File: src/rtl/pc_seq_pkg.sv
// Shared definitions for the program-counter sequencer: state encoding,
// exception cause codes and the default sequential PC increment.
package pc_seq_pkg;

    typedef enum logic [2:0] {
        S_LOAD   = 3'd0,
        S_FETCH  = 3'd1,
        S_WAIT   = 3'd2,
        S_EXEC   = 3'd3,
        S_UPDATE = 3'd4,
        S_HALT   = 3'd5
    } state_t;

    localparam logic [1:0] CAUSE_NONE     = 2'd0;
    localparam logic [1:0] CAUSE_EXT      = 2'd1;
    localparam logic [1:0] CAUSE_MISALIGN = 2'd2;
    localparam logic [1:0] CAUSE_TIMEOUT  = 2'd3;

    localparam int unsigned INSTR_BYTES_DEF = 4;

endpackage

File: src/rtl/fetch_timer.sv
// Counts no-ack cycles while waiting on instruction memory; expired flags
// the last permitted cycle (count == TIMEOUT-1).
module fetch_timer #(
    parameter int unsigned TIMEOUT = 16
) (
    input  logic clk,
    input  logic reset,
    input  logic clear,
    input  logic enable,
    output logic expired
);

    localparam int unsigned CNT_W = (TIMEOUT > 2) ? $clog2(TIMEOUT) : 1;

    logic [CNT_W-1:0] count;

    always_ff @(posedge clk) begin
        if (reset || clear) begin
            count <= '0;
        end else if (enable) begin
            count <= count + CNT_W'(1);
        end
    end

    assign expired = (count == CNT_W'(TIMEOUT - 1));

endmodule

File: src/rtl/pc_sequencer.sv
// Multi-cycle fetch/update controller driving the PC register write port.
// Define PCSEQ_PERF_CNT_EN to add retired_cnt / fetch_wait_cnt outputs.
module pc_sequencer
    import pc_seq_pkg::*;
#(
    parameter int unsigned        ADDR_W      = 64,
    parameter int unsigned        INSTR_BYTES = INSTR_BYTES_DEF,
    parameter logic [ADDR_W-1:0]  RESET_VEC   = ADDR_W'(64'h0),
    parameter logic [ADDR_W-1:0]  EXC_VEC     = ADDR_W'(64'h100),
    parameter int unsigned        TIMEOUT     = 16
) (
    input  logic              clk,
    input  logic              reset,
    input  logic [ADDR_W-1:0] pc_cur,
    output logic [ADDR_W-1:0] pc_next,
    output logic              pc_we,
    input  logic              stall,
    output logic              imem_req,
    input  logic              imem_ack,
    output logic              ir_we,
    input  logic              br_valid,
    input  logic              br_taken,
    input  logic [ADDR_W-1:0] br_target,
    input  logic              exc_in,
    input  logic              halt_in,
    output logic [1:0]        exc_cause,
    output logic [ADDR_W-1:0] epc,
    output logic              halted,
    output logic [2:0]        state_o
`ifdef PCSEQ_PERF_CNT_EN
    ,
    output logic [63:0]       retired_cnt,
    output logic [63:0]       fetch_wait_cnt
`endif
);

    state_t            state, state_n;
    logic [ADDR_W-1:0] next_r, next_n;
    logic [1:0]        cause_n;
    logic [ADDR_W-1:0] epc_n;
    logic              timer_clr, timer_en, timer_exp;

    fetch_timer #(.TIMEOUT(TIMEOUT)) u_timer (
        .clk     (clk),
        .reset   (reset),
        .clear   (timer_clr),
        .enable  (timer_en),
        .expired (timer_exp)
    );

    always_ff @(posedge clk) begin
        if (reset) begin
            state     <= S_LOAD;
            next_r    <= '0;
            exc_cause <= CAUSE_NONE;
            epc       <= '0;
        end else begin
            state     <= state_n;
            next_r    <= next_n;
            exc_cause <= cause_n;
            epc       <= epc_n;
        end
    end

    // Next-state and exception capture; EXEC priority: exc > halt > misaligned > normal.
    always_comb begin
        state_n   = state;
        next_n    = next_r;
        cause_n   = exc_cause;
        epc_n     = epc;
        timer_clr = 1'b0;
        timer_en  = 1'b0;
        case (state)
            S_LOAD:   state_n = S_FETCH;
            S_FETCH: begin
                if (!stall) begin
                    state_n   = S_WAIT;
                    timer_clr = 1'b1;
                end
            end
            S_WAIT: begin
                if (imem_ack) begin
                    state_n = S_EXEC;
                end else if (timer_exp) begin
                    cause_n = CAUSE_TIMEOUT;
                    epc_n   = pc_cur;
                    next_n  = EXC_VEC;
                    state_n = S_UPDATE;
                end else begin
                    timer_en = 1'b1;
                end
            end
            S_EXEC: begin
                if (br_valid) begin
                    state_n = S_UPDATE;
                    if (exc_in) begin
                        cause_n = CAUSE_EXT;
                        epc_n   = pc_cur;
                        next_n  = EXC_VEC;
                    end else if (halt_in) begin
                        state_n = S_HALT;
                    end else if (br_taken && (br_target[1:0] != 2'b00)) begin
                        cause_n = CAUSE_MISALIGN;
                        epc_n   = pc_cur;
                        next_n  = EXC_VEC;
                    end else if (br_taken) begin
                        next_n  = br_target;
                    end else begin
                        next_n  = pc_cur + ADDR_W'(INSTR_BYTES);
                    end
                end
            end
            S_UPDATE: state_n = S_FETCH;
            S_HALT:   state_n = S_HALT;
            default:  state_n = S_LOAD;
        endcase
    end

    // State-decoded outputs, forced quiet while reset is high.
    always_comb begin
        pc_we    = 1'b0;
        pc_next  = '0;
        imem_req = 1'b0;
        ir_we    = 1'b0;
        if (!reset) begin
            case (state)
                S_LOAD: begin
                    pc_we   = 1'b1;
                    pc_next = RESET_VEC;
                end
                S_UPDATE: begin
                    pc_we   = 1'b1;
                    pc_next = next_r;
                end
                S_WAIT: begin
                    imem_req = 1'b1;
                    ir_we    = imem_ack;
                end
                default: ;
            endcase
        end
    end

    assign halted  = (state == S_HALT);
    assign state_o = state;

`ifdef PCSEQ_PERF_CNT_EN
    logic exc_upd;

    // Marks an UPDATE that is writing an exception vector.
    always_ff @(posedge clk) begin
        if (reset) begin
            exc_upd        <= 1'b0;
            retired_cnt    <= '0;
            fetch_wait_cnt <= '0;
        end else begin
            exc_upd <= (cause_n != exc_cause) || (epc_n != epc) ||
                       ((state == S_WAIT) && !imem_ack && timer_exp) ||
                       ((state == S_EXEC) && br_valid &&
                        (exc_in || (!halt_in && br_taken && (br_target[1:0] != 2'b00))));
            if ((state == S_UPDATE) && !exc_upd) begin
                retired_cnt <= retired_cnt + 64'd1;
            end
            if ((state == S_WAIT) && !imem_ack) begin
                fetch_wait_cnt <= fetch_wait_cnt + 64'd1;
            end
        end
    end
`endif

endmodule

File: config.mk
export PLATFORM = sky130hd
export DESIGN_NAME = pc_sequencer
export DESIGN_NICKNAME = d
export VERILOG_FILES = /design/src/rtl/pc_seq_pkg.sv /design/src/rtl/fetch_timer.sv /design/src/rtl/pc_sequencer.sv
export SDC_FILE = /design/constraint.sdc
export NUM_CORES = 1
export LEC_CHECK = 0
export CORE_MARGIN = 5
export CORE_UTILIZATION = 48
export DETAILED_ROUTE_END_ITERATION = 6
export PLACE_DENSITY = 0.95
export SYNTH_ARGS = -nofsm -noshare
export SYNTH_HDL_FRONTEND = slang
export SYNTH_SLANG_ARGS = --single-unit
File: constraint.sdc
create_clock -name clk -period 4.96 [get_ports clk]
set_input_delay 0.744 -clock clk [delete_from_list [all_inputs] [get_ports clk]]
set_output_delay 0.744 -clock clk [all_outputs]
set_load 0.005 [all_outputs]
==> run_results.csv <==
group,metric,value,unit
run_status,status,"finished, final reports clean",
cts,clockBufferDepth,2,
drt,drc,0,
place,gp_congestion,0.874,
global_route,use_met1,35.4,%
logic_synthesis,synth_edf_count,0,
floorplan,dieHeight,132,um
logic_synthesis,async_reset_ff_share,0,%
timing,relSlewSlack,25.1,%
power,seqPwrFrac,40.2,%
cts,hold_buffers,0,
setup_path,r2r_slack,1.77,ns
floorplan,die_area,0.0175,mm^2
logic_synthesis,ys_seq_area_share,38.2,%
global_route,grt_pass1_vias,8147,
logic_synthesis,synthMuxAreaShare,0.297,%
cts,clk_latency,0.43,ns
timing,drv_slew,0,
place,numPortBuffers,272,
timing,period_share,69.2,%
global_route,met2_usage,49.3,%
global_route,grt_pass1_wl,42400,um
global_route,grt_use_total,29.5,%
min_path,min_from,"next_r[16]$_SDFFE_PP0P_",
global_route,grt_max_degree,90,
setup_path,crit_slowest_cell,"and2_2",
cts,numCtsBuffers,17,
global_route,antenna_found_initial,1,
timing,finalHoldViolations,0,
setup_path,worstPathCellList,"clkdlybuf4s50_1, nor4b_4, a22o_1, nor2b_1, and2_2, buf_4, nand2_1, a21oi_1",
logic_synthesis,synth_fa_ha_area_share,0.349,%
logic_synthesis,synth_warnings,0,
min_path,worstHoldEndpoint,"next_r[16]$_SDFFE_PP0P_",
drt,finalWirelength,26900,um
floorplan,num_rows,44,
logic_synthesis,synth_top_family_by_area,"simple AND/OR/NAND/NOR gates",
cts,cts_setup_buffers,0,
logic_synthesis,synth_top_flop_cell,"dfxtp_1",
timing,min_period,3.43,ns
setup_path,reg2reg_from,"state_o[1]$_SDFFE_PP0P_",
logic_synthesis,syn_area,0.00717,mm^2
setup_path,end_kind,"register",
final_layout,final_nets,1301,
drt,num_vias,8204,
logic_synthesis,synth_top_area_cell,"dfxtp_1",
timing,fmax,292,MHz
setup_path,path_max_fanout,34,
timing,rsz0062_at_grt,"false",
setup_path,crit_type,"input pin to register",
power,p_int,2.10,mW
logic_synthesis,synth_nets,1068,
logic_synthesis,synth_compound_area_share,17.8,%
power,vdd_drop_max,311,uV
final_layout,drive_gt1_share,6.29,%
logic_synthesis,synth.top_cell.area_share,38.2,%
timing,setup_violations,0,
final_layout,area_growth,47.1,%
logic_synthesis,ys_types,50,
cts,clkTransAtPathRegs,0.06,ns
timing,setup_ws,1.53,ns
floorplan,pin_count,273,
power,p_leak,3.77,nW
place,dp_slack,1.10,ns
logic_synthesis,synth_area_leaders,"dfxtp_1 38%, nand2_1 11%, and3_1 6.1%",
drt,wl_per_cell,19.8,um
setup_path,regToRegEndpoint,"epc[56]$_SDFFE_PP0P_",
timing,hold_ws,0.449,ns
global_route,grt.busiest_layer,"met2",
cts,h-tree-depth,4,
power,combPwrFrac,13.3,%
setup_path,cpPeakStageDelay,0.67,ns
logic_synthesis,synth-xor-area-share,7.33,%
power,pwr-share-clk,46.5,%
drt,drtIter0Drc,736,
timing,clock_skew,0.00956,ns
final_layout,mostFrequentLayoutCell,"clkdlybuf4s50_1",
power,sw_frac_of_total,25.5,%
setup_path,startpoint_type,"input pin",
global_route,grt_util_met3,7.82,%
power,switchingPower,720,uW
place,place_hpwl,18800,um
drt,ant_nets,0,
timing,worstMarginPinSlew,1.12,ns
power,p_per_area,267,mW/mm^2
logic_synthesis,synth-simple-area-share,31.1,%
logic_synthesis,ys_ff_latch,137,
min_path,hold_depth,2,
cts,cts_resized,0,
drt,dr.pass1.iters,6,
floorplan,start_util,49.2,%
run,drv_cap,0,
cts,clkSinkCount,137,
final_layout,layout_common_cells,"270 x clkdlybuf4s50_1, 210 x nand2_1, 136 x dfxtp_1, 81 x a21oi_1, 70 x and3_1",
drt,via_per_inst,6.03,
floorplan,die_x,132,um
setup_path,required,5.31,ns
global_route,grt_overflow,0,
floorplan,coreArea,0.0146,mm^2
cts,ctsRootBufferMaster,"clkbuf_16",
setup_path,crit_arrival,3.78,ns
cts,cts_tree,"built",
setup_path,r2r_cells,7,
logic_synthesis,avgSynthCellArea,7.71,um^2
logic_synthesis,syn_inst,930,
min_path,hp-class,"register to register",
timing,tns,0,ns
-- metrics by stage --
step                      util [%]  total power, mW  cells  instance area (um^2)
final                         72.3             2.82   1361                 10500
after global routing          72.3             2.91   1361                 10500
after CTS                     72.3             2.82   1360                 10500
after detailed placement      68.1             1.52   1328                  9930
after global placement        68.1             1.52   1328                  9930
after floorplan                  -             1.30    930                  7170
-- state kept, by name (all words and copies together), names as in the netlist --
register	flops
state_o	3
epc	64
u_timer.count	4
exc_cause	2
next_r	64
-- power groups by stage --
| stage | clock (mW) | sequential (mW) | combinational (mW) |
|---|---|---|---|
| 2_1_floorplan | 0 | 1.15 | 0.152 |
| 3_3_place_gp | 0 | 1.16 | 0.361 |
| 3_5_place_dp | 0 | 1.16 | 0.368 |
| 4_1_cts | 1.32 | 1.13 | 0.370 |
| 5_1_grt | 1.37 | 1.13 | 0.402 |
| 6_report | 1.31 | 1.13 | 0.375 |
-- synthesized netlist by cell type, types with 5 or more instances --
master,count
nand4_1,17
clkbuf_1,46
buf_4,5
nand2b_1,5
o22ai_1,16
nand2_1,210
o221ai_1,11
nor3_1,24
inv_1,14
o21ai_0,42
xor2_1,22
dfxtp_1,137
nand3_1,30
xnor2_1,38
a22o_1,13
a21oi_1,81
nor4_1,13
nor2_1,42
buf_2,14
a22oi_1,24
and3_1,70
-- worst max-delay path by stage --
stage / from / endpoint / slack [ns] / cells past startpoint
after detailed placement: imem_ack / epc[30]$_SDFFE_PP0P_ / 1.10 / 8
after CTS: imem_ack / epc[40]$_SDFFE_PP0P_ / 1.55 / 8
after floorplan: reset / pc_next[10] / 2.49 / 5
after global placement: imem_ack / epc[43]$_SDFFE_PP0P_ / 1.29 / 8
after global routing: imem_ack / epc[59]$_SDFFE_PP0P_ / 1.31 / 8
final: imem_ack / epc[56]$_SDFFE_PP0P_ / 1.53 / 8
-- worst max-delay path: cells and delay by family --
kind,cells,cell delay [ns]
simple gates,4,1.56
compound gates,2,0.43
buf+inv,2,0.98
-- kinds of logic after synthesis --
family / count (synthesis)
mux: 2
fa+ha+maj: 2
simple gates: 442
xor+xnor: 60
buf+inv: 83
flops: 137
compound gates: 204
-- layout make-up --
type                            count  area, um^2
Fill cell                        1064        4040
Sequential cell                   137        2740
Clock buffer                       18         439
Inverter                           14        52.6
Antenna cell                        1        2.50
Clock inverter                     14         169
Tap cell                          184         230
Multi-Input combinational cell    710        4110
Timing Repair Buffer              283        2800
-- per-layer routing --
metal	part of all wire [%]	up-vias
li1	-	3764
met1	39	3874
met2	48	472
met3	9.2	94
met4	4.6	0
met5	0	-
Power figures use the tool's default switching activity.
